File: config.mk
export PLATFORM = sky130hd
export DESIGN_NAME = uart_rx_fifo
export DESIGN_NICKNAME = d
export VERILOG_FILES = /design/src/rtl/uart_rx_fifo.sv
export SDC_FILE = /design/constraint.sdc
export NUM_CORES = 1
export LEC_CHECK = 0
export BUFFER_PORTS_ARGS = -buffer_cell sky130_fd_sc_hd__buf_2
export CAP_MARGIN = 40
export CORE_UTILIZATION = 25
export CTS_CLUSTER_SIZE = 25
export DETAILED_ROUTE_END_ITERATION = 12
export HOLD_SLACK_MARGIN = 0.15
export PLACE_DENSITY = 0.47
export SETUP_SLACK_MARGIN = 0.3
export SYNTH_ARGS = -nofsm -noshare
export SYNTH_HDL_FRONTEND = slang
export SYNTH_SLANG_ARGS = --single-unit
File: constraint.sdc
create_clock -name clk -period 3.4 [get_ports clk]
set_input_delay 0.68 -clock clk [delete_from_list [all_inputs] [get_ports clk]]
set_output_delay 0.68 -clock clk [all_outputs]
set_load 0.01 [all_outputs]
File: src/rtl/uart_rx_fifo.sv
// uart_rx_fifo: byte FIFO between a UART receiver and a consumer.
// First-word fall-through output, explicit occupancy counter, synchronous flush.
// Optional macro UART_RX_FIFO_RTS_EN adds the rts_n output, driven by a
// two-state hysteresis FSM (READY/STOP) that throttles the remote sender.
//
// Handshakes:
//   upstream: a byte is pushed on every cycle where rx_rd=1. rx_rd is
//             rx_valid qualified by room (not full), no flush and reset
//             released; the receiver drops rx_valid the cycle after rx_rd.
//   consumer: valid=1 means data holds the oldest byte; a pop happens on
//             every cycle where rd & valid; rd while valid=0 is ignored.
module uart_rx_fifo #(
  parameter int DEPTH_LOG2 = 4
) (
  input  logic                  clk,
  input  logic                  resetq,
  input  logic                  rx_valid,
  input  logic [7:0]            rx_data,
  output logic                  rx_rd,
  input  logic                  rd,
  input  logic                  flush,
  output logic                  valid,
  output logic [7:0]            data,
  output logic [DEPTH_LOG2:0]   count,
  output logic                  full
`ifdef UART_RX_FIFO_RTS_EN
  ,
  output logic                  rts_n
`endif
);

  localparam int DEPTH = 1 << DEPTH_LOG2;
  localparam int PW    = DEPTH_LOG2;
  localparam int CW    = DEPTH_LOG2 + 1;

  logic [7:0]    mem [DEPTH];
  logic [PW-1:0] wr_ptr;
  logic [PW-1:0] rd_ptr;
  logic [CW-1:0] cnt_nxt;
  logic          push;
  logic          pop;

  // Status flags come straight from the occupancy register.
  assign valid = (count != '0);
  assign full  = (count == CW'(DEPTH));
  assign data  = mem[rd_ptr];

  // Full refuses a byte even when a pop happens in the same cycle; the
  // byte is simply taken one cycle later.
  assign rx_rd = rx_valid & ~full & ~flush & resetq;
  assign push  = rx_rd;
  assign pop   = rd & valid;

  // Next occupancy; flush wins over any simultaneous push or pop.
  always_comb begin
    cnt_nxt = count;
    if (flush) begin
      cnt_nxt = '0;
    end else begin
      case ({push, pop})
        2'b10:   cnt_nxt = count + CW'(1);
        2'b01:   cnt_nxt = count - CW'(1);
        default: cnt_nxt = count;
      endcase
    end
  end

  // Occupancy register.
  always_ff @(posedge clk) begin
    if (!resetq) begin
      count <= '0;
    end else begin
      count <= cnt_nxt;
    end
  end

  // Read and write pointers, wrapping naturally at the pointer width.
  always_ff @(posedge clk) begin
    if (!resetq || flush) begin
      wr_ptr <= '0;
      rd_ptr <= '0;
    end else begin
      if (push) wr_ptr <= wr_ptr + PW'(1);
      if (pop)  rd_ptr <= rd_ptr + PW'(1);
    end
  end

  // Storage is never cleared; push is already blocked during reset and flush.
  always_ff @(posedge clk) begin
    if (push) mem[wr_ptr] <= rx_data;
  end

`ifdef UART_RX_FIFO_RTS_EN
  // rts_n is the state bit itself, so the FSM state is observable on the port.
  typedef enum logic {
    READY = 1'b0,
    STOP  = 1'b1
  } rts_state_t;

  localparam logic [CW-1:0] HI_MARK = CW'(DEPTH - 4);
  localparam logic [CW-1:0] LO_MARK = CW'(DEPTH / 2);

  rts_state_t state;
  rts_state_t state_nxt;

  // Flow-control state register.
  always_ff @(posedge clk) begin
    if (!resetq) begin
      state <= READY;
    end else begin
      state <= state_nxt;
    end
  end

  // Hysteresis on the next-cycle occupancy; flush always releases the sender.
  always_comb begin
    state_nxt = state;
    if (flush) begin
      state_nxt = READY;
    end else begin
      case (state)
        READY:   if (cnt_nxt >= HI_MARK) state_nxt = STOP;
        STOP:    if (cnt_nxt <= LO_MARK) state_nxt = READY;
        default: state_nxt = READY;
      endcase
    end
  end

  // Active-low ready-to-send: high only while stopped.
  always_comb begin
    rts_n = (state == STOP);
  end
`endif

endmodule

==> results.toml, run 1 <==
[synth]
synth.net_count = 323
synth_seq_cells = 145
syn_avg_cell_area_sq_um = 19.6
synth_top_area_cell = "edfxtp_1"
synth_warnings = 0
synth_edf_count = 128
synth_cell_type_count = 42
async_reset_ff_frac = 0
ys_seq_area_frac = 0.706
syn_area_sq_um = 5930
syn_inst = 302
synth_area_leaders = "edfxtp_1 (65%), mux4_2 (9.9%), mux4_1 (6.2%)"
synth_top_area_frac = 0.649
synthFlopType = "edfxtp_1"

[placed_design]
io_buffers = 28
place_inst = 640
gp_congestion = 0.748
post-place-ws_ns = 0.498
hpwlAfterDp_microns = 7600

[sta]
hold_viol = 0
tightest_slew_ns = 0.683
rsz0062_at_grt = "false"
fin_ws_ns = 0.382
layout_worst_path_cycle_share = 0.888
tns_ns = 0
setup_viol = 0
fin_crit_ns = 3.02
timing.fmax_mhz = 331
finClkSkew_ns = 0.00963
maxSlewHeadroom = 0.544
finalMaxSlewViolations = 0

[setup_path]
worst_ep_required_time_ns = 2.72
cp_cell_sequence = "buf_12, mux4_1, mux4_2, buf_2"
worstSetupPathType = "register to output pin"
max_stage_delay_ns = 0.59
arrival_ns = 2.34
crit_fanout = 16
crit_path_start_kind = "register"
endpoint_kind = "output pin"
cp_slowest_cell = "mux4_1"

[power_and_ir_drop]
vdd.ir_drop.worst_v = 0.000279
power.density_nw_per_um2 = 560
leakage_nw = 2.31

[clock_network]
cts_resized = 0
cts_tree = "yes"
cts_root_buf = "clkbuf_16"
cts_max_level = 4
cts.sinks = 145
clock_path_buffers = 2
cts_hold_buf = 0
post_cts_buffers = 0
clkTransAtPathRegs_ns = 0.06
numCtsBuffers = 17
clk_latency_ns = 0.41

[route]
wl_per_cell_microns = 18.9
wirelength_microns = 12700
route.detailed.drc = 0
vias = 2906
drtAntennaViolNets = 0
drtIter0Drc = 185
drt-vias-per-instance = 4.32
dr.pass1.iters = 4

[global_route]
grt_overflow = 0
grt_pass1_wl_microns = 19000
grt_use_total = 0.112
antenna_found_initial = 0
grt_start_max_net_pins = 33
grt_pass1_vias = 3074

[layout]
drive_above_1_share = 0.297
final_nets = 368
syn_to_final_growth_pct = 19.8
fillers = 2230
diodes = 0
finalNonFillerCells = 673
post-route-util = 0.310

[floorplan]
rows = 55
die_x_microns = 156
initial_core_util = 0.259
die-area_sq_um = 24300
core_sq_um = 22900
die-height_microns = 156
boundaryPins = 29

[hold_path]
holdCritPathClass = "register to register"

[status]
status = "finished, final reports clean"

[flow_run]
cap_violations = 0
-- where the power goes --
| group | internal (mW) | leakage [nW] | switching, mW |
|---|---|---|---|
| sequential | 1.94 | 1.29 | 0.00333 |
| combinational | 0.0281 | 0.725 | 0.0507 |
| clock | 1.18 | 0.301 | 0.773 |
| total | 3.15 | 2.31 | 0.827 |
-- worst max-delay path, delay by kind of cell, from the launching register on --
kind     cells  cell delay, ns
mux          2            1.13
buf+inv      2            0.38
flops        1            0.41
-- path summary, 6_finish.rpt --
check | start | cells past startpoint | to | slack, ns
worst min register to register | rd_ptr[1]$_SDFFE_PP0P_ | 2 | rd_ptr[1]$_SDFFE_PP0P_ | 0.57
worst max register to register | count[3]$_SDFFE_PP0P_ | 10 | count[2]$_SDFFE_PP0P_ | 0.60
worst min-delay path | rd_ptr[1]$_SDFFE_PP0P_ | 2 | rd_ptr[1]$_SDFFE_PP0P_ | 0.57
worst max-delay path | register | 4 | data[3] | 0.38
-- flip-flops by register name, summed over array words and instances (netlist names), named ones only --
| register | count |
|---|---|
| count | 5 |
| mem | 128 |
| rd_ptr | 4 |
| wr_ptr | 4 |
-- stage by stage --
stage,cell area (sq um),power (mW),hold slack [ns]
5_1_grt,7100,4.10,0.613
6_report,7100,3.97,0.568
3_3_place_gp,6450,2.06,0.554
2_1_floorplan,5930,2.02,0.507
4_1_cts,7070,4.02,0.574
3_5_place_dp,6450,2.06,0.564
-- kinds of logic after synthesis --
logic type / synth area share
buffers and inverters: 0.0251
xor gates and xnor gates: 0.0133
and+or+nand+nor: 0.0481
adders and majority gates: 0.0169
muxes: 0.170
AOI/OAI and AO/OA: 0.0211
DFF: 0.706
-- layout make-up --
type,instances,area (sq um),area share
Clock buffer,17,425,0.0599
Clock inverter,15,196,0.0277
Inverter,6,22.5,0.00317
Multi-Input combinational cell,134,1600,0.225
Sequential cell,145,4190,0.589
Tap cell,313,392,0.0551
Timing Repair Buffer,43,283,0.0398
-- synthesized netlist by cell type (2+ instances only) --
master	n
ha_1	8
buf_2	7
nor2_1	16
o21a_1	2
mux4_1	14
and2_1	9
a21oi_1	3
o211ai_1	3
edfxtp_1	128
inv_1	6
nand3b_1	2
mux2i_1	4
nor3_1	7
clkbuf_1	3
nand3_1	5
buf_6	2
dfxtp_1	17
mux4_2	26
xor2_1	8
buf_4	3
nand2_1	8
-- placed cells by master, fill, tap and decap left out, types with 6 or more instances in the layout --
cell       count
and2_1         9
mux4_1        14
edfxtp_1     128
clkbuf_16     18
buf_2         28
nor2_1        16
xor2_1         8
ha_1           8
dfxtp_1       16
nand2_1        8
buf_4         13
inv_1          6
nor3_1         7
mux4_2        26
-- routing by layer --
layer  part of all wire  wire length (microns)  vias up  GRT usage
li1                   -                      -     1323          -
met1               0.47                   5920     1505      0.144
met2               0.49                   6180       70      0.178
met3              0.039                    494        8     0.0322
met4             0.0094                    119        0     0.0387
met5                  0                      0        -          0
No activity file was read; power rests on OpenSTA's default activity.
==> inputs of run 2 (changes only) <==
--- a/config.mk
+++ b/config.mk
@@ -7,11 +7,11 @@
 export LEC_CHECK = 0
 export BUFFER_PORTS_ARGS = -buffer_cell sky130_fd_sc_hd__buf_2
 export CAP_MARGIN = 40
-export CORE_UTILIZATION = 25
+export CORE_UTILIZATION = 60
 export CTS_CLUSTER_SIZE = 25
 export DETAILED_ROUTE_END_ITERATION = 12
 export HOLD_SLACK_MARGIN = 0.15
-export PLACE_DENSITY = 0.47
+export PLACE_DENSITY = 0.86
 export SETUP_SLACK_MARGIN = 0.3
 export SYNTH_ARGS = -nofsm -noshare
 export SYNTH_HDL_FRONTEND = slang
==> run 2 against run 1 <==
Compared with the run above: via count up 5.0%; critical path depth unchanged; clock skew down 0.0015 ns; wire length down 4.6%; largest cell class unchanged; clock power down 2%; global-route usage up 15 points; non-clock buffer count down 2; die area down 58%; worst setup slack worse by 0.024 ns; fmax down 0.79%; combinational power about the same; sequential share of layout area up 2.1 points.
==> results.toml, run 2 (synthesis results as in run 1) <==
[layout]
largest_reg_flops = 128
final_area_sq_um = 6860
drive_above_1_share = 0.288
finalNonFillerCells = 487
reg.largest.list = "mem (128), count (5)"
final_common_cell = "edfxtp_1"
layout_common_cells = "edfxtp_1 (128), buf_2 (28), mux4_2 (27)"
syn_to_final_growth_pct = 15.7
max_flop_register = "mem"
final_nets = 366
diodes = 0

[sta]
finalMaxSlewViolations = 0
fin_ws_ns = 0.357
layout_worst_path_cycle_share = 0.895
tightest_slew_ns = 0.737
timing.fmax_mhz = 329
fin_crit_ns = 3.04
setup_viol = 0
finClkSkew_ns = 0.00816
hold_viol = 0
maxSlewHeadroom = 0.508
rsz0062_at_grt = "false"
tns_ns = 0

[clock_network]
clock_path_buffers = 2
cts.sinks = 145
clk_latency_ns = 0.53
cts_hold_buf = 0
post_cts_buffers = 0
cts_root_buf = "clkbuf_8"
cts_max_level = 4
clkTransAtPathRegs_ns = 0.06
cts_tree = "yes"
numCtsBuffers = 17

[global_route]
grt_pass1_vias = 3057
grt_overflow = 0
grt_start_max_net_pins = 33
grt_pass1_wl_microns = 17600
antenna_found_initial = 0
grt_use_total = 0.257

[power_and_ir_drop]
finalPower_mw = 3.93
power.density_nw_per_um2 = 574
vdd.ir_drop.worst_v = 0.000342
leakage_nw = 2.29

[route]
drt-vias-per-instance = 6.26
vias = 3050
wl_per_cell_microns = 24.9
wirelength_microns = 12100
route.detailed.drc = 0
drtAntennaViolNets = 0
dr.pass1.iters = 5
drtIter0Drc = 332

[setup_path]
r2r_slack_ns = 0.56
crit_path_start_kind = "register"
crit_fanout = 8
arrival_ns = 2.36
worstSetupPathType = "register to output pin"
worst_ep_required_time_ns = 2.72
endpoint_kind = "output pin"

[floorplan]
initial_core_util = 0.630
boundaryPins = 29
die-area_sq_um = 10300
core_sq_um = 9420
die_x_microns = 101
rows = 35
die-height_microns = 101

[flow_run]
cap_violations = 0

[placed_design]
io_buffers = 28
postPlaceCellArea_sq_um = 6200
post-place-ws_ns = 0.454
hpwlAfterDp_microns = 6870
place_inst = 453
gp_congestion = 0.779

[status]
status = "finished, final reports clean"

[hold_path]
holdCritPathClass = "input port to register"
[run 2: changes by cell type in the layout (fill, tap and decap cells not counted), sizes merged]
cell      delta
clkinv       +2
clkinvlp     +1
inv          -5
clkbuf       +1
buf          -2
bufinv       +1
[run 2: path summary, 6_finish.rpt]
kind,startpoint,endpoint,cells past startpoint
worst max-delay path,register,data[3],4
worst min-delay path,flush,register,3
worst max register to register,count[3]$_SDFFE_PP0P_,count[3]$_SDFFE_PP0P_,7
worst min register to register,rd_ptr[1]$_SDFFE_PP0P_,register,2
[run 2: final cells by class]
cell class | count | area (sq um)
fill | 544 | 2560
clock buffer | 18 | 418
tap | 129 | 161
sequential | 145 | 4190
inverter | 6 | 22.5
multi-input combinational | 134 | 1590
timing repair buffer | 41 | 288
clock inverter | 14 | 188
[run 2: where the power goes]
group	switching, mW	total [mW]	internal, mW
logic	0.0501	0.0789	0.0288
registers	0.00357	1.94	1.94
clock network	0.722	1.91	1.19
total	0.775	3.93	3.16
[run 2: what timing repair did]
item / in CTS / in global routing
gates resized for setup: 2 / 2
endpoints found under the hold margin: 0 / 0
gates cloned: 1 / 1
setup endpoints to repair: 3 / 5
[run 2: critical path, cell delays in order (launching register included)]
cell and delay [ns]:
dfxtp_4 0.42, clkbuf_16 0.20, mux4_1 0.57, mux4_2 0.49, buf_2 0.16
[run 2: per-layer routing]
| metal | vias up | part of all wire | track usage |
|---|---|---|---|
| met5 | - | 0 | 0 |
| met4 | 0 | 0.025 | 0.128 |
| met3 | 29 | 0.075 | 0.0656 |
| met2 | 162 | 0.52 | 0.408 |
| met1 | 1545 | 0.38 | 0.336 |
| li1 | 1314 | - | - |
[run 2: metrics by stage]
stage                util  hold WS, ns
floorplan               -        0.507
global placement    0.658        0.541
detailed placement  0.658        0.553
CTS                 0.726        0.479
global route        0.729        0.514
finish              0.729        0.502
==> inputs of run 3 (changes only) <==
--- a/config.mk
+++ b/config.mk
@@ -11,7 +11,7 @@
 export CTS_CLUSTER_SIZE = 25
 export DETAILED_ROUTE_END_ITERATION = 12
 export HOLD_SLACK_MARGIN = 0.15
-export PLACE_DENSITY = 0.86
+export PLACE_DENSITY = 0.78
 export SETUP_SLACK_MARGIN = 0.3
 export SYNTH_ARGS = -nofsm -noshare
 export SYNTH_HDL_FRONTEND = slang
==> run 3 against run 2 <==
Compared with the run above: cell count shrank 0.21%; clock power grew 4%; clock skew barely moved; critical endpoint is now data[1]; die area is the same; first-iteration DRC count down 23%; worst setup slack better by 0.016 ns; sequential power about the same; largest cell class unchanged; combinational power is 1% higher; largest power group is now clock.
==> results.toml, run 3 (synthesis results as in run 1) <==
[route]
drt-vias-per-instance = 6.17
drtAntennaViolNets = 0
route.detailed.drc = 0
wl_per_cell_microns = 24.2
wirelength_microns = 11700
dr.pass1.iters = 5
drtIter0Drc = 255
vias = 3000

[setup_path]
r2r_slack_ns = 0.49
worstSetupPathType = "register to output pin"
endpoint = "data[1]"
worst-path-stages = 4
cp_cell_sequence = "buf_4, mux4_1, mux4_2, buf_2"
cp_slowest_cell = "mux4_1"
rr_worst_depth = 10
worst_ep_required_time_ns = 2.72
arrival_ns = 2.35
crit_path_start_kind = "register"
r2r-end = "count[2]$_SDFFE_PP0P_"
crit_fanout = 7
r2r_start = "count[3]$_SDFFE_PP0P_"
path_buf_inv = 2
endpoint_kind = "output pin"
cp_top_family = "multiplexers"
max_stage_delay_ns = 0.59

[power_and_ir_drop]
finalPower_mw = 4.00
vdd.ir_drop.worst_v = 0.000437
p_int_mw = 3.24
switchingPower_mw = 0.765
clkPwrFrac = 0.495
leakage_nw = 2.29
p_sw_frac = 0.191
p_seq_frac = 0.485
power.density_nw_per_um2 = 584
combPwrFrac = 0.020

[placed_design]
gp_congestion = 0.842
hpwlAfterDp_microns = 6860
post-place-ws_ns = 0.516
place_inst = 453
io_buffers = 28

[clock_network]
cts_max_level = 4
numCtsBuffers = 17
cts_root_buf = "clkbuf_8"
clk_latency_ns = 0.52
clock_path_buffers = 2
cts_tree = "yes"
clkTransAtPathRegs_ns = 0.06
cts.sinks = 145

[sta]
setup_viol = 0
finalMaxSlewViolations = 0
fin_ws_ns = 0.373
tns_ns = 0
layout_worst_path_cycle_share = 0.890
fin_crit_ns = 3.03
tightest_slew_ns = 0.878
timing.fmax_mhz = 330
hold_viol = 0
rsz0062_at_grt = "false"
finClkSkew_ns = 0.00808
holdWs_ns = 0.509
maxSlewHeadroom = 0.413

[layout]
final_common_cell = "edfxtp_1"
fillers = 563
final_nets = 365
reg.largest.list = "mem (128), count (5)"
layout_common_cells = "edfxtp_1 (128), buf_2 (28), mux4_2 (27)"
largest_reg_flops = 128
drive_above_1_share = 0.286
diodes = 0
syn_to_final_growth_pct = 15.6
max_flop_register = "mem"
finalNonFillerCells = 486

[flow_run]
cap_violations = 0

[global_route]
grt_use_total = 0.254
grt_overflow = 0
grt_start_max_net_pins = 33
grt_pass1_vias = 3016
antenna_found_initial = 0
grt_pass1_wl_microns = 17800

[floorplan]
rows = 35
die_x_microns = 101
boundaryPins = 29
die-height_microns = 101
core_sq_um = 9420
die-area_sq_um = 10300
initial_core_util = 0.630

[hold_path]
min_from = "flush"
holdCritPathClass = "input port to register"

[status]
status = "finished, final reports clean"
-- run 3: changes by cell type in the layout (fill, tap and decap cells not counted) --
cell	previous run	this run
buf_12	1	2
bufinv_16	4	5
clkbuf_1	1	3
buf_16	1	0
clkbuf_16	17	16
clkinvlp_2	1	0
clkinv_1	2	0
-- run 3: area by class of cell --
| cell class | instances | area [sq um] | area share |
|---|---|---|---|
| inverter | 6 | 22.5 | 0.00329 |
| clock inverter | 12 | 205 | 0.0299 |
| tap | 129 | 161 | 0.0236 |
| timing repair buffer | 40 | 255 | 0.0373 |
| multi-input combinational | 134 | 1590 | 0.233 |
| sequential | 145 | 4190 | 0.611 |
| clock buffer | 20 | 425 | 0.0621 |
-- run 3: how the worst min path moves through the flow --
stage | to | cells after the start
4_1_cts | rd_ptr[3]$_SDFFE_PP0P_ | 3
3_5_place_dp | rd_ptr[1]$_SDFFE_PP0P_ | 2
3_3_place_gp | rd_ptr[2]$_SDFFE_PP0P_ | 2
6_report | register | 3
2_1_floorplan | register | 2
5_1_grt | register | 3
-- run 3: worst reg2reg max path: stages, from the launching register on --
cell and delay (ns):
dfxtp_1 0.37, or4_4 0.61, o21ai_4 0.22, inv_1 0.09
ha_1 0.31, xor2_1 0.20, ha_1 0.24, a21oi_1 0.15
xor2_1 0.09, or3_1 0.35, a21oi_1 0.20
-- run 3: routing by layer --
layer,up-vias,track usage,share of wire
met2,135,0.405,0.51
met4,0,0.0836,0.012
met3,15,0.0642,0.063
met5,-,0,0
li1,1309,-,-
met1,1541,0.348,0.42
-- run 3: metrics by stage --
step | util | instance area [sq um]
5_1_grt | 0.728 | 6850
2_1_floorplan | - | 5930
3_5_place_dp | 0.658 | 6200
6_report | 0.728 | 6850
3_3_place_gp | 0.658 | 6200
4_1_cts | 0.727 | 6850
-- run 3: power by group through the flow --
stage / registers (mW) / clock network [mW] / logic, mW
after global placement: 1.98 / 0 / 0.0743
after detailed placement: 1.98 / 0 / 0.0779
after global routing: 1.94 / 2.07 / 0.0880
final: 1.94 / 1.98 / 0.0799
after floorplan: 1.98 / 0 / 0.0382
after CTS: 1.94 / 1.99 / 0.0801
-- run 3: what timing repair did --
action	CTS	global route
setup buffers	1	0
setup endpoints to repair	8	1
resized for setup	2	1
hold buffers	0	0
pin swaps	0	0
endpoints found under the hold margin	0	0
